--- src/rtl/sfft_stream_decoder_if.sv ---
// sfft_stream_decoder_if: bitstream-in / binary-out bundle for the stochastic FFT output decoder
//   master: drives iClr, iEn, iStart, iCont, iReal, iImg, iReady; observes the outputs
//   slave : the decoder side, drives oReal, oImg, oValid, oBusy, oOvf
interface sfft_stream_decoder_if #(
  parameter int NUMINPUTS = 8,
  parameter int BITWIDTH = 8
);
  logic iClr;
  logic iEn;
  logic iStart;
  logic iCont;
  logic iReady;
  logic [NUMINPUTS-1:0] iReal;
  logic [NUMINPUTS-1:0] iImg;
  logic [NUMINPUTS*(BITWIDTH+2)-1:0] oReal;
  logic [NUMINPUTS*(BITWIDTH+2)-1:0] oImg;
  logic oValid;
  logic oBusy;
  logic oOvf;
  modport master (
    output iClr, iEn, iStart, iCont, iReady, iReal, iImg,
    input oReal, oImg, oValid, oBusy, oOvf
  );
  modport slave (
    input iClr, iEn, iStart, iCont, iReady, iReal, iImg,
    output oReal, oImg, oValid, oBusy, oOvf
  );
endinterface

--- src/rtl/sfft_stream_decoder.sv ---
// sfft_stream_decoder: counts ones per lane over a 2^BITWIDTH window and emits signed bipolar results
//   iClk, iRst : clock, synchronous active-high reset
//   bus        : slave side of sfft_stream_decoder_if (controls, bitstreams, results, status)
module sfft_stream_decoder #(
  parameter int NUMINPUTS = 8,
  parameter int BITWIDTH = 8,
  parameter int DROP = 0
) (
  input logic iClk,
  input logic iRst,
  sfft_stream_decoder_if.slave bus
);
  localparam int W = BITWIDTH + 2;
  localparam int AW = BITWIDTH + 1;
  localparam logic [1:0] S_IDLE = 2'd0;
  localparam logic [1:0] S_DROP = 2'd1;
  localparam logic [1:0] S_ACCUM = 2'd2;
  localparam logic [7:0] DROP_LAST = 8'(DROP > 0 ? DROP - 1 : 0);
  localparam logic [W-1:0] HALF = W'(2 ** BITWIDTH);
  logic [1:0] state_q, state_d;
  logic [7:0] drop_q, drop_d;
  logic [BITWIDTH-1:0] win_q, win_d;
  logic [NUMINPUTS-1:0][AW-1:0] acc_re_q, acc_re_d, acc_im_q, acc_im_d;
  logic [NUMINPUTS-1:0][W-1:0] res_re_q, res_re_d, res_im_q, res_im_d;
  logic valid_q, valid_d, ovf_q, ovf_d;
  logic sample, last;
  assign sample = bus.iEn && state_q == S_ACCUM;
  assign last = sample && &win_q;
  always_comb begin
    state_d = state_q;
    drop_d = drop_q;
    win_d = win_q;
    acc_re_d = acc_re_q;
    acc_im_d = acc_im_q;
    res_re_d = res_re_q;
    res_im_d = res_im_q;
    // a load on the accept edge keeps oValid high and is not an overrun
    valid_d = last || (valid_q && !bus.iReady);
    ovf_d = ovf_q || (last && valid_q && !bus.iReady);
    if (bus.iEn && state_q == S_IDLE && bus.iStart) begin
      state_d = DROP > 0 ? S_DROP : S_ACCUM;
      drop_d = '0;
      win_d = '0;
      acc_re_d = '0;
      acc_im_d = '0;
    end
    if (bus.iEn && state_q == S_DROP) begin
      drop_d = drop_q + 8'd1;
      state_d = drop_q == DROP_LAST ? S_ACCUM : S_DROP;
    end
    if (sample) begin
      win_d = win_q + BITWIDTH'(1);
      state_d = last && !bus.iCont ? S_IDLE : S_ACCUM;
      for (int i = 0; i < NUMINPUTS; i++) begin
        acc_re_d[i] = last ? '0 : acc_re_q[i] + AW'(bus.iReal[i]);
        acc_im_d[i] = last ? '0 : acc_im_q[i] + AW'(bus.iImg[i]);
        // the final bit is folded in here so no sample is lost at the window edge
        res_re_d[i] = last ? {acc_re_q[i] + AW'(bus.iReal[i]), 1'b0} - HALF : res_re_q[i];
        res_im_d[i] = last ? {acc_im_q[i] + AW'(bus.iImg[i]), 1'b0} - HALF : res_im_q[i];
      end
    end
  end
  always_ff @(posedge iClk) begin
    if (iRst || bus.iClr) begin
      state_q <= S_IDLE;
      drop_q <= '0;
      win_q <= '0;
      acc_re_q <= '0;
      acc_im_q <= '0;
      res_re_q <= '0;
      res_im_q <= '0;
      valid_q <= 1'b0;
      ovf_q <= 1'b0;
    end else begin
      state_q <= state_d;
      drop_q <= drop_d;
      win_q <= win_d;
      acc_re_q <= acc_re_d;
      acc_im_q <= acc_im_d;
      res_re_q <= res_re_d;
      res_im_q <= res_im_d;
      valid_q <= valid_d;
      ovf_q <= ovf_d;
    end
  end
  assign bus.oReal = res_re_q;
  assign bus.oImg = res_im_q;
  assign bus.oValid = valid_q;
  assign bus.oBusy = state_q != S_IDLE;
  assign bus.oOvf = ovf_q;
endmodule
--- src/flat_wrapper.sv ---
// flat-port wrapper written by rule: the top's interface ports become plain ports
module sfft_stream_decoder_flat 
#(
  parameter int NUMINPUTS = 8,
  parameter int BITWIDTH = 8,
  parameter int DROP = 0
)
  (iClk, iRst, bus_iClr, bus_iEn, bus_iStart, bus_iCont, bus_iReady, bus_iReal, bus_iImg, bus_oReal, bus_oImg, bus_oValid, bus_oBusy, bus_oOvf);
  sfft_stream_decoder_if #(.NUMINPUTS(NUMINPUTS), .BITWIDTH(BITWIDTH)) bus_i ();
  input logic iClk;
  input logic iRst;
  input wire logic [$bits(bus_i.iClr)-1:0] bus_iClr;
  input wire logic [$bits(bus_i.iEn)-1:0] bus_iEn;
  input wire logic [$bits(bus_i.iStart)-1:0] bus_iStart;
  input wire logic [$bits(bus_i.iCont)-1:0] bus_iCont;
  input wire logic [$bits(bus_i.iReady)-1:0] bus_iReady;
  input wire logic [$bits(bus_i.iReal)-1:0] bus_iReal;
  input wire logic [$bits(bus_i.iImg)-1:0] bus_iImg;
  output wire logic [$bits(bus_i.oReal)-1:0] bus_oReal;
  output wire logic [$bits(bus_i.oImg)-1:0] bus_oImg;
  output wire logic [$bits(bus_i.oValid)-1:0] bus_oValid;
  output wire logic [$bits(bus_i.oBusy)-1:0] bus_oBusy;
  output wire logic [$bits(bus_i.oOvf)-1:0] bus_oOvf;
  assign bus_i.iClr = bus_iClr;
  assign bus_i.iEn = bus_iEn;
  assign bus_i.iStart = bus_iStart;
  assign bus_i.iCont = bus_iCont;
  assign bus_i.iReady = bus_iReady;
  assign bus_i.iReal = bus_iReal;
  assign bus_i.iImg = bus_iImg;
  assign bus_oReal = bus_i.oReal;
  assign bus_oImg = bus_i.oImg;
  assign bus_oValid = bus_i.oValid;
  assign bus_oBusy = bus_i.oBusy;
  assign bus_oOvf = bus_i.oOvf;
  sfft_stream_decoder #(.NUMINPUTS(NUMINPUTS), .BITWIDTH(BITWIDTH), .DROP(DROP)) u_core (.iClk(iClk), .iRst(iRst), .bus(bus_i));
endmodule
--- config.mk ---
export PLATFORM = sky130hd
export DESIGN_NAME = sfft_stream_decoder_flat
export DESIGN_NICKNAME = d
export VERILOG_FILES = /design/src/rtl/sfft_stream_decoder_if.sv /design/src/rtl/sfft_stream_decoder.sv /design/src/flat_wrapper.sv
export SDC_FILE = /design/constraint.sdc
export NUM_CORES = 1
export LEC_CHECK = 0
export ABC_AREA = 1
export CAP_MARGIN = 30
export CORE_ASPECT_RATIO = 0.7
export CORE_UTILIZATION = 52
export CTS_BUF_LIST = sky130_fd_sc_hd__clkbuf_8
export DETAILED_ROUTE_END_ITERATION = 8
export PLACE_DENSITY = 0.79
export SYNTH_ARGS = -nofsm -noshare
export SYNTH_HDL_FRONTEND = slang
export SYNTH_SLANG_ARGS = --single-unit
--- constraint.sdc ---
create_clock -name iClk -period 1.7 [get_ports iClk]
set_clock_uncertainty 0.05 [all_clocks]
set_input_delay 0.17 -clock iClk [delete_from_list [all_inputs] [get_ports iClk]]
set_output_delay 0.17 -clock iClk [all_outputs]
set_load 0.01 [all_outputs]
# ---- Word level (Yosys, flattened, before mapping)
# Cells that the tools add are included.
dict set report totals {
  reg_bits 324
  latchBits 0
  elab_cells 122
  out_inout_bits 163
  input_bits 23
  rom_bits 0
  memories 0
  ram_bits 0
}
dict set report classes {
  div 0
  n_mul 0
  addsub 34
  n_shift 0
  reduce_logical 22
  muxes 27
  eq_ne 2
  order_cmp 0
  bitwise_logic 0
}
# cell count
set ops {}
lappend ops {{$mux 72} 3}
lappend ops {{$sub 10x9->10 const B} 16}
lappend ops {{$add 9x1->9} 16}
lappend ops {{$mux 9} 16}
lappend ops {{$mux 8} 3}
lappend ops {{$add 8x1->8 const B} 2}
lappend ops {{$mux 2} 5}
lappend ops {{$logic_and 1x1->1} 9}
lappend ops {{$logic_not 8->1} 1}
lappend ops {{$reduce_and 8->1} 1}
lappend ops {{$reduce_bool 2->1} 3}
lappend ops {{$logic_or 1x1->1} 3}
lappend ops {{$reduce_bool 3->1} 1}
lappend ops {{$eq 2x1->1 const B} 1}
lappend ops {{$eq 2x2->1 const B} 1}
lappend ops {{$logic_not 1->1} 2}
lappend ops {{$logic_not 2->1} 1}
lappend ops {{$reduce_and 2->1} 1}

# ---- Logic depth before layout (Yosys ltp)
# Gate-level depths: netlist of run 1.
dict set report logic_depth {
  depth_word 6
  ltp_mapped 11
  ltp_nobuf 11
}

# ---- Worst setup path after synthesis of run 1
# OpenSTA, ideal clock, no wires.
dict set report synth_path {
  path_type {register -> register}
  from {reg u_core.win_q[0]}
  to {reg u_core.res_im_q, in the netlist u_core.bus.oImg[19]}
  period_less_slack_ns 1.594
  path_stages_with_launch 12
  path_slack_ns 0.106
  setup_ns 0.109
  n_path_buf 1
  required_ns 1.541
  arrival_time_ns 1.435
  cell_sequence {dfxtp_1 > ha_1 > nand2_1 > nor2_4 > nand3_1 > inv_1 > nand2_2 > inv_2 > buf_4 > nand3_1 > nand2_1 > inv_1}
}
dict set report synth_between {
  elab_chain_len 3
}
# element line_no
set synth_lines {}
lappend synth_lines {{start, declared} sfft_stream_decoder.sv:22} ;# logic [BITWIDTH-1:0] win_q, win_d;
lappend synth_lines {{start signal, assigned} sfft_stream_decoder.sv:77} ;# win_q <= win_d;
lappend synth_lines {{$reduce_and 8->1} sfft_stream_decoder.sv:28} ;# assign last = sample && &win_q;
lappend synth_lines {{$logic_and 1x1->1} sfft_stream_decoder.sv:28}
lappend synth_lines {{$reduce_and 2->1 (no line)} --}
lappend synth_lines {{end signal, assigned} sfft_stream_decoder.sv:81} ;# res_im_q <= res_im_d;
lappend synth_lines {{end, declared} sfft_stream_decoder.sv:24} ;# logic [NUMINPUTS-1:0][W-1:0] res_re_q, res_re_d, res_im_q, res_im_d;
# Every way passes these cells.
# A chain may end at the register's enable or synchronous reset.

# ---- Worst setup path in the final report of run 1
dict set report layout_path {
  from {reg u_core.win_q[0]}
  to {reg u_core.res_re_q, in the netlist u_core.bus.oReal[79]}
}
dict set report layout_between {
  elab_chain_len 3
}
# element line_no
set layout_lines {}
lappend layout_lines {{$reduce_and 8->1} sfft_stream_decoder.sv:28}
lappend layout_lines {{$logic_and 1x1->1} sfft_stream_decoder.sv:28}
lappend layout_lines {{$reduce_and 2->1 (no line)} --}
lappend layout_lines {{end signal, assigned} sfft_stream_decoder.sv:80} ;# res_re_q <= res_re_d;
lappend layout_lines {{end, declared} sfft_stream_decoder.sv:24}
# Every way passes these cells.

==> flow_summary_export.csv, run 1 <==
group,metric,value,unit
run_status,status,"finished, violations left",
run_status,violations,"negative setup slack",
synth,syn-mean-instance-area,6.921,um2
synth,synthArstFlopShare,0,%
layout,diodes,0,
floorplanning,die_h,142.6,um
sta,timing.hold.ws,212.3,ps
clock_tree,clk_latency,590,ps
sta,slew_viol_final,0,
sta,hold_viol_final,0,
critical_path,worst_r2r_path_depth,12,
route,avgViaCountPerCell,5.407,
synth,yosys_warnings,0,
clock_tree,cts_buffers,48,
global_route,grt_pass1_vias,13610,
pwr,irDropWorstVdd,580.9,uV
place,gp_congestion,0.8420,
critical_path,critPathMaxFanout,4,
synth,syn-cell-area,14690,um2
synth,synth_edf_count,0,
sta,setup_tns,-28.59,ps
synth,ys_ff_latch,308,
clock_tree,cts_sinks,308,
min_path,holdPathEnd,"u_core.bus.oValid",
sta,grt_setup_unrepaired,"yes",
global_route,grt_use_total,27.37,%
layout,utilization,68.49,%
synth,synthCells,2122,
critical_path,rr_startpoint,"u_core.win_q[0]",
place,post-place-ws,-214.9,ps
min_path,hold_class,"input port to flip-flop",
critical_path,critPathLaunchType,"flip-flop",
route,vias,14940,
route,drt_iter0_markers,1339,
sta,setup_violations,4,
global_route,grt_pass1_wl,65.36,mm
critical_path,crit_type,"flip-flop to flip-flop",
clock_tree,ctsLongestPathBuffers,3,
synth,yosysSeqAreaShare,41.99,%
layout,drive_gt1_share,11.62,%
route,first_pass_iters,7,
floorplanning,die_x,202.9,um
sta,min_period,1710,ps
clock_tree,cts_tree,"done",
critical_path,crit_required,2130,ps
route,drc,0,
global_route,antenna_found_initial,0,
place,port_buffers,169,
run,drv_cap,0,
route,route.detailed.wl_per_inst,15.17,um
critical_path,r2r_end,"u_core.bus.oReal[79]",
critical_path,cp.arrival,2140,ps
floorplanning,rows,51,
pwr,p_total,14040,uW
clock_tree,cts_root_buf,"clkbuf_8",
critical_path,r2r_slack,-10,ps
floorplanning,die_area,28930,um2
layout,layout.nets,2423,
global_route,grt_max_degree,70,
critical_path,end_kind,"flip-flop",
synth,synth_cell_types,32,
layout,final_cell_mix,"nand2_1, dfxtp_1, a21oi_1",
sta,setup_slack,-9.664,ps
floorplanning,ios,186,
sta,clock.fmax,0.5849,GHz
pwr,p_leak,0.008445,uW
layout,final_common_cell,"nand2_1",
global_route,grt_overflow_total,0,
sta,finalCritPeriodShare,100.6,%
clock_tree,cts_hold_buf,0,
route,drt-total-wl,41.93,mm
floorplanning,core-area,27760,um2
layout,area_growth,29.45,%
min_path,hp-start,"bus_iReady",
clock_tree,cts.htree.levels,2,
pwr,cellPowerDensity,738.4,nW/um2
route,ant_nets,0,
clock_tree,cts.clk_slew.worst_paths,60,ps
place,place_hpwl,26.01,mm
floorplanning,start_util,52.91,%
synth,ys.flop_type,"dfxtp_1",
min_path,hold_depth,4,
what timing repair did:
item / in CTS / in global routing
gates resized for setup: 154 / 94
setup buffers: 8 / 2
endpoints found under the setup margin: 286 / 191
cloned: 6 / 9
pin swaps: 12 / 30
cell type report:
cell class                 count  area [um2]
multi-input combinational   1562        7621
sequential                   308        6173
clock buffer                  64       880.8
fill                        2302        8747
timing repair buffer         299        3221
clock inverter                20       88.84
inverter                     140       561.8
tap                          371       464.2
registers in the layout, summed over array words and instances (netlist names):
signal	flops
u_core.acc_re_q	72
u_core.bus.oReal	72
u_core.bus.oImg	72
u_core.bus.oOvf	1
u_core.acc_im_q	72
u_core.state_q	2
u_core.drop_q	8
u_core.bus.oValid	1
u_core.win_q	8
cell usage after synthesis (all sizes together), types with 3 or more instances:
master / n / share of area, %
dfxtp: 308 / 42
nand4: 10 / 0.43
nand2: 738 / 19
o21ai: 9 / 0.31
inv: 139 / 3.6
a21o: 3 / 0.15
nand3: 264 / 9.1
xnor2: 21 / 1.3
a21oi: 303 / 10
nor3: 3 / 0.10
clkbuf: 45 / 1.2
xor2: 49 / 2.9
nor2: 98 / 2.6
ha: 41 / 3.5
buf: 82 / 3.3
cell families (layout without fill, tap and decap cells):
family	Yosys count	count (layout)	share of synthesized area [%]
other	1	16	0.02554
XOR/XNOR	70	70	4.175
AND/OR/NAND/NOR	1115	1115	31.24
adder cells (fa/ha/maj)	41	41	3.493
buffers and inverters	267	523	8.051
flip-flops	308	308	41.99
AO/OA/AOI/OAI	320	320	11.03
critical path: stages (launching register included):
cell and delay (ps):
dfxtp_2 360, ha_4 160, nand2_4 60, nor2_4 120
buf_4 130, nand3_1 90, inv_2 100, nand2_4 100
inv_6 110, clkbuf_16 150, nand3_1 80, nand2_1 60
inv_1 30
worst max path at each step:
| stage | startpoint | end | cells past startpoint |
|---|---|---|---|
| final | u_core.win_q[0] | u_core.bus.oReal[79] | 12 |
| after global routing | u_core.acc_re_q[54] | u_core.acc_re_q[60] | 7 |
| after CTS | u_core.bus.oImg[45] | bus_oImg[45] | 1 |
| after floorplan | u_core.win_q[0] | u_core.bus.oImg[19] | 11 |
| after global placement | bus_iReal[6] | u_core.bus.oReal[69] | 12 |
| after detailed placement | bus_iImg[6] | u_core.bus.oImg[69] | 11 |
layer usage:
layer / GRT usage, % / share of wire (%)
met1: 36.82 / 44
met2: 44.99 / 46
met3: 4.853 / 8.4
met4: 7.875 / 1.7
met5: 0 / 0
metrics by stage:
stage,instances,cell area [um2]
floorplan,2137,14740
global placement,2658,17430
detailed placement,2658,17430
CTS,2756,18570
global route,2764,19010
finish,2764,19010
power by group:
| part | total [uW] | internal (uW) | switching (uW) | leakage (uW) |
|---|---|---|---|---|
| Combinational | 531 | 194 | 337 | 0.00541 |
| Sequential | 7220 | 7220 | 3.60 | 0.00248 |
| Clock | 6280 | 3340 | 2940 | 0.000549 |
| Total | 14000 | 10800 | 3280 | 0.00844 |
Note: power is estimated with default switching activity, not from simulation.
==> run 2, diff against run 1 <==
--- a/config.mk
+++ b/config.mk
@@ -12,6 +12,8 @@
 export CTS_BUF_LIST = sky130_fd_sc_hd__clkbuf_8
 export DETAILED_ROUTE_END_ITERATION = 8
 export PLACE_DENSITY = 0.79
+export SKIP_CTS_REPAIR_TIMING = 1
 export SYNTH_ARGS = -nofsm -noshare
 export SYNTH_HDL_FRONTEND = slang
 export SYNTH_SLANG_ARGS = --single-unit
+export TNS_END_PERCENT = 50
==> run 2 against run 1 <==
Non-clock buffer count stayed put. Final area is 2.4% higher. Combinational power is 2% higher. Via count is 1.0% higher. Flip-flop and latch count stayed put. The run still ends with negative setup slack left. Sequential share of layout area is 0.77 points lower.
==> flow_summary_export.csv, run 2 (synthesized netlist as in run 1, its figures left out) <==
group,metric,value,unit
pwr,switching_share,23.41,%
clock_tree,cts_root_buf,"clkbuf_8",
run_status,violations,"negative setup slack",
clock_tree,cts_sinks,308,
clock_tree,clk_latency,590,ps
global_route,grt_overflow_total,0,
layout,diodes,0,
sta,min_period,1824,ps
global_route,antenna_found_initial,0,
global_route,use_met1,35.61,%
critical_path,critPathMaxFanout,11,
layout,drive_gt1_share,13.11,%
floorplanning,die_h,142.6,um
critical_path,rr_startpoint,"u_core.win_q[0]",
critical_path,critPathLaunch,"u_core.win_q[0]",
sta,timing.hold.ws,211.6,ps
place,post-place-ws,-214.9,ps
pwr,combPwrFrac,3.8,%
pwr,cellPowerDensity,721.4,nW/um2
critical_path,end_kind,"flip-flop",
place,port_buffers,169,
route,drc,0,
pwr,p_leak,0.008385,uW
layout,regArea,6173,um2
layout,layout.nets,2425,
run_status,status,"finished, violations left",
sta,slew_viol_final,0,
pwr,p_int,10760,uW
floorplanning,core-area,27760,um2
global_route,grt_use_total,26.18,%
sta,finalCritPeriodShare,107.3,%
floorplanning,start_util,52.91,%
layout,final_common_cell,"nand2_1",
route,vias,15100,
floorplanning,ios,186,
run,drv_cap,0,
global_route,grt_max_degree,70,
pwr,power.switching,3288,uW
clock_tree,cts.htree.levels,2,
global_route,grt_util_met3,4.625,%
global_route,grtUsageMet2,42.93,%
place,gp_congestion,0.8420,
sta,clock.fmax,0.5483,GHz
critical_path,critPathLaunchType,"flip-flop",
clock_tree,cts_tree,"done",
pwr,irDropWorstVdd,556.1,uV
critical_path,crit_type,"flip-flop to flip-flop",
place,dp.cells,2658,
critical_path,cp.arrival,2280,ps
place,place_hpwl,26.01,mm
clock_tree,ctsLongestPathBuffers,3,
floorplanning,rows,51,
clock_tree,cts_buffers,48,
sta,setup_slack,-123.8,ps
route,route.detailed.wl_per_inst,15.68,um
pwr,pwr-share-clk,44.7,%
layout,area_growth,32.60,%
route,drt-total-wl,43.38,mm
floorplanning,die_area,28930,um2
pwr,pwr-share-seq,51.4,%
route,avgViaCountPerCell,5.457,
layout,num-fill-cells,2130,
clock_tree,cts.clk_slew.worst_paths,70,ps
place,placed_area,17430,um2
global_route,grt_pass1_vias,13360,
sta,grt_setup_unrepaired,"yes",
layout,fin_area,19470,um2
min_path,hp-start,"bus_iReady",
route,first_pass_iters,6,
route,ant_nets,0,
global_route,grt_pass1_wl,63.17,mm
layout,final_cells,2766,
sta,hold_viol_final,0,
layout,final_cell_mix,"nand2_1, dfxtp_1, a21oi_1",
sta,setup_violations,150,
layout,multi_input_area,7806,um2
min_path,hold_class,"input port to flip-flop",
critical_path,crit_required,2150,ps
route,drt_iter0_markers,1378,
floorplanning,die_x,202.9,um
global_route,grt.busiest_layer,"met2",
-- run 2: cell count changes in the layout (fill, tap and decap cells not counted), moves of 5 or more --
cell	previous run	this run
a21oi_1	281	261
a21oi_2	22	42
buf_16	9	4
clkbuf_16	7	13
clkdlybuf4s50_1	22	123
dlygate4sd2_1	128	0
dlymetal6s2s_1	19	46
nand2_1	714	702
nand2_4	8	18
nand3_1	258	250
nand3_2	6	13
-- run 2: final cells by class --
class	count	area share, %
Timing Repair inverter	2	0.1157
Sequential cell	308	31.70
Tap cell	371	2.384
Multi-Input combinational cell	1562	40.09
Timing Repair Buffer	299	17.81
Inverter	140	2.924
Clock inverter	20	0.4562
Clock buffer	64	4.524
-- run 2: routing by layer --
layer | share of wire [%] | vias to the layer above
li1 | - | 7310
met1 | 44 | 7087
met2 | 46 | 612
met3 | 7.9 | 86
met4 | 2.2 | 0
met5 | 0 | -
-- run 2: worst paths after layout --
check	endpoint	slack [ps]	cells past startpoint
max	u_core.bus.oReal[45]	-120	10
min	u_core.bus.oValid	210	4
max reg2reg	u_core.bus.oReal[45]	-120	10
min reg2reg	u_core.bus.oReal[21]	410	2
-- run 2: worst max-delay path: stages (launching register included) --
cell and delay (ps):
dfxtp_2 360, ha_4 160, nand2_4 60, nor2_4 150, nand2_4 70, nor2_4 160, buf_4 150, clkbuf_16 150
clkbuf_16 180, nand2_1 80, a21oi_1 180
-- run 2: metrics by stage --
stage	utilization [%]	power [uW]	TNS, ps
after floorplan	-	7661	0
after detailed placement	62.79	7899	-26460
after global routing	70.15	14540	-21980
final	70.15	14050	-5789
after global placement	62.79	7893	-17610
after CTS	66.28	14100	-12190
-- run 2: power groups by stage --
stage	Combinational, uW	Clock (uW)	Sequential (uW)
after floorplan	278	0	7380
after global placement	510	0	7380
after detailed placement	515	0	7380
after CTS	516	6360	7220
after global routing	571	6750	7220
final	539	6280	7220
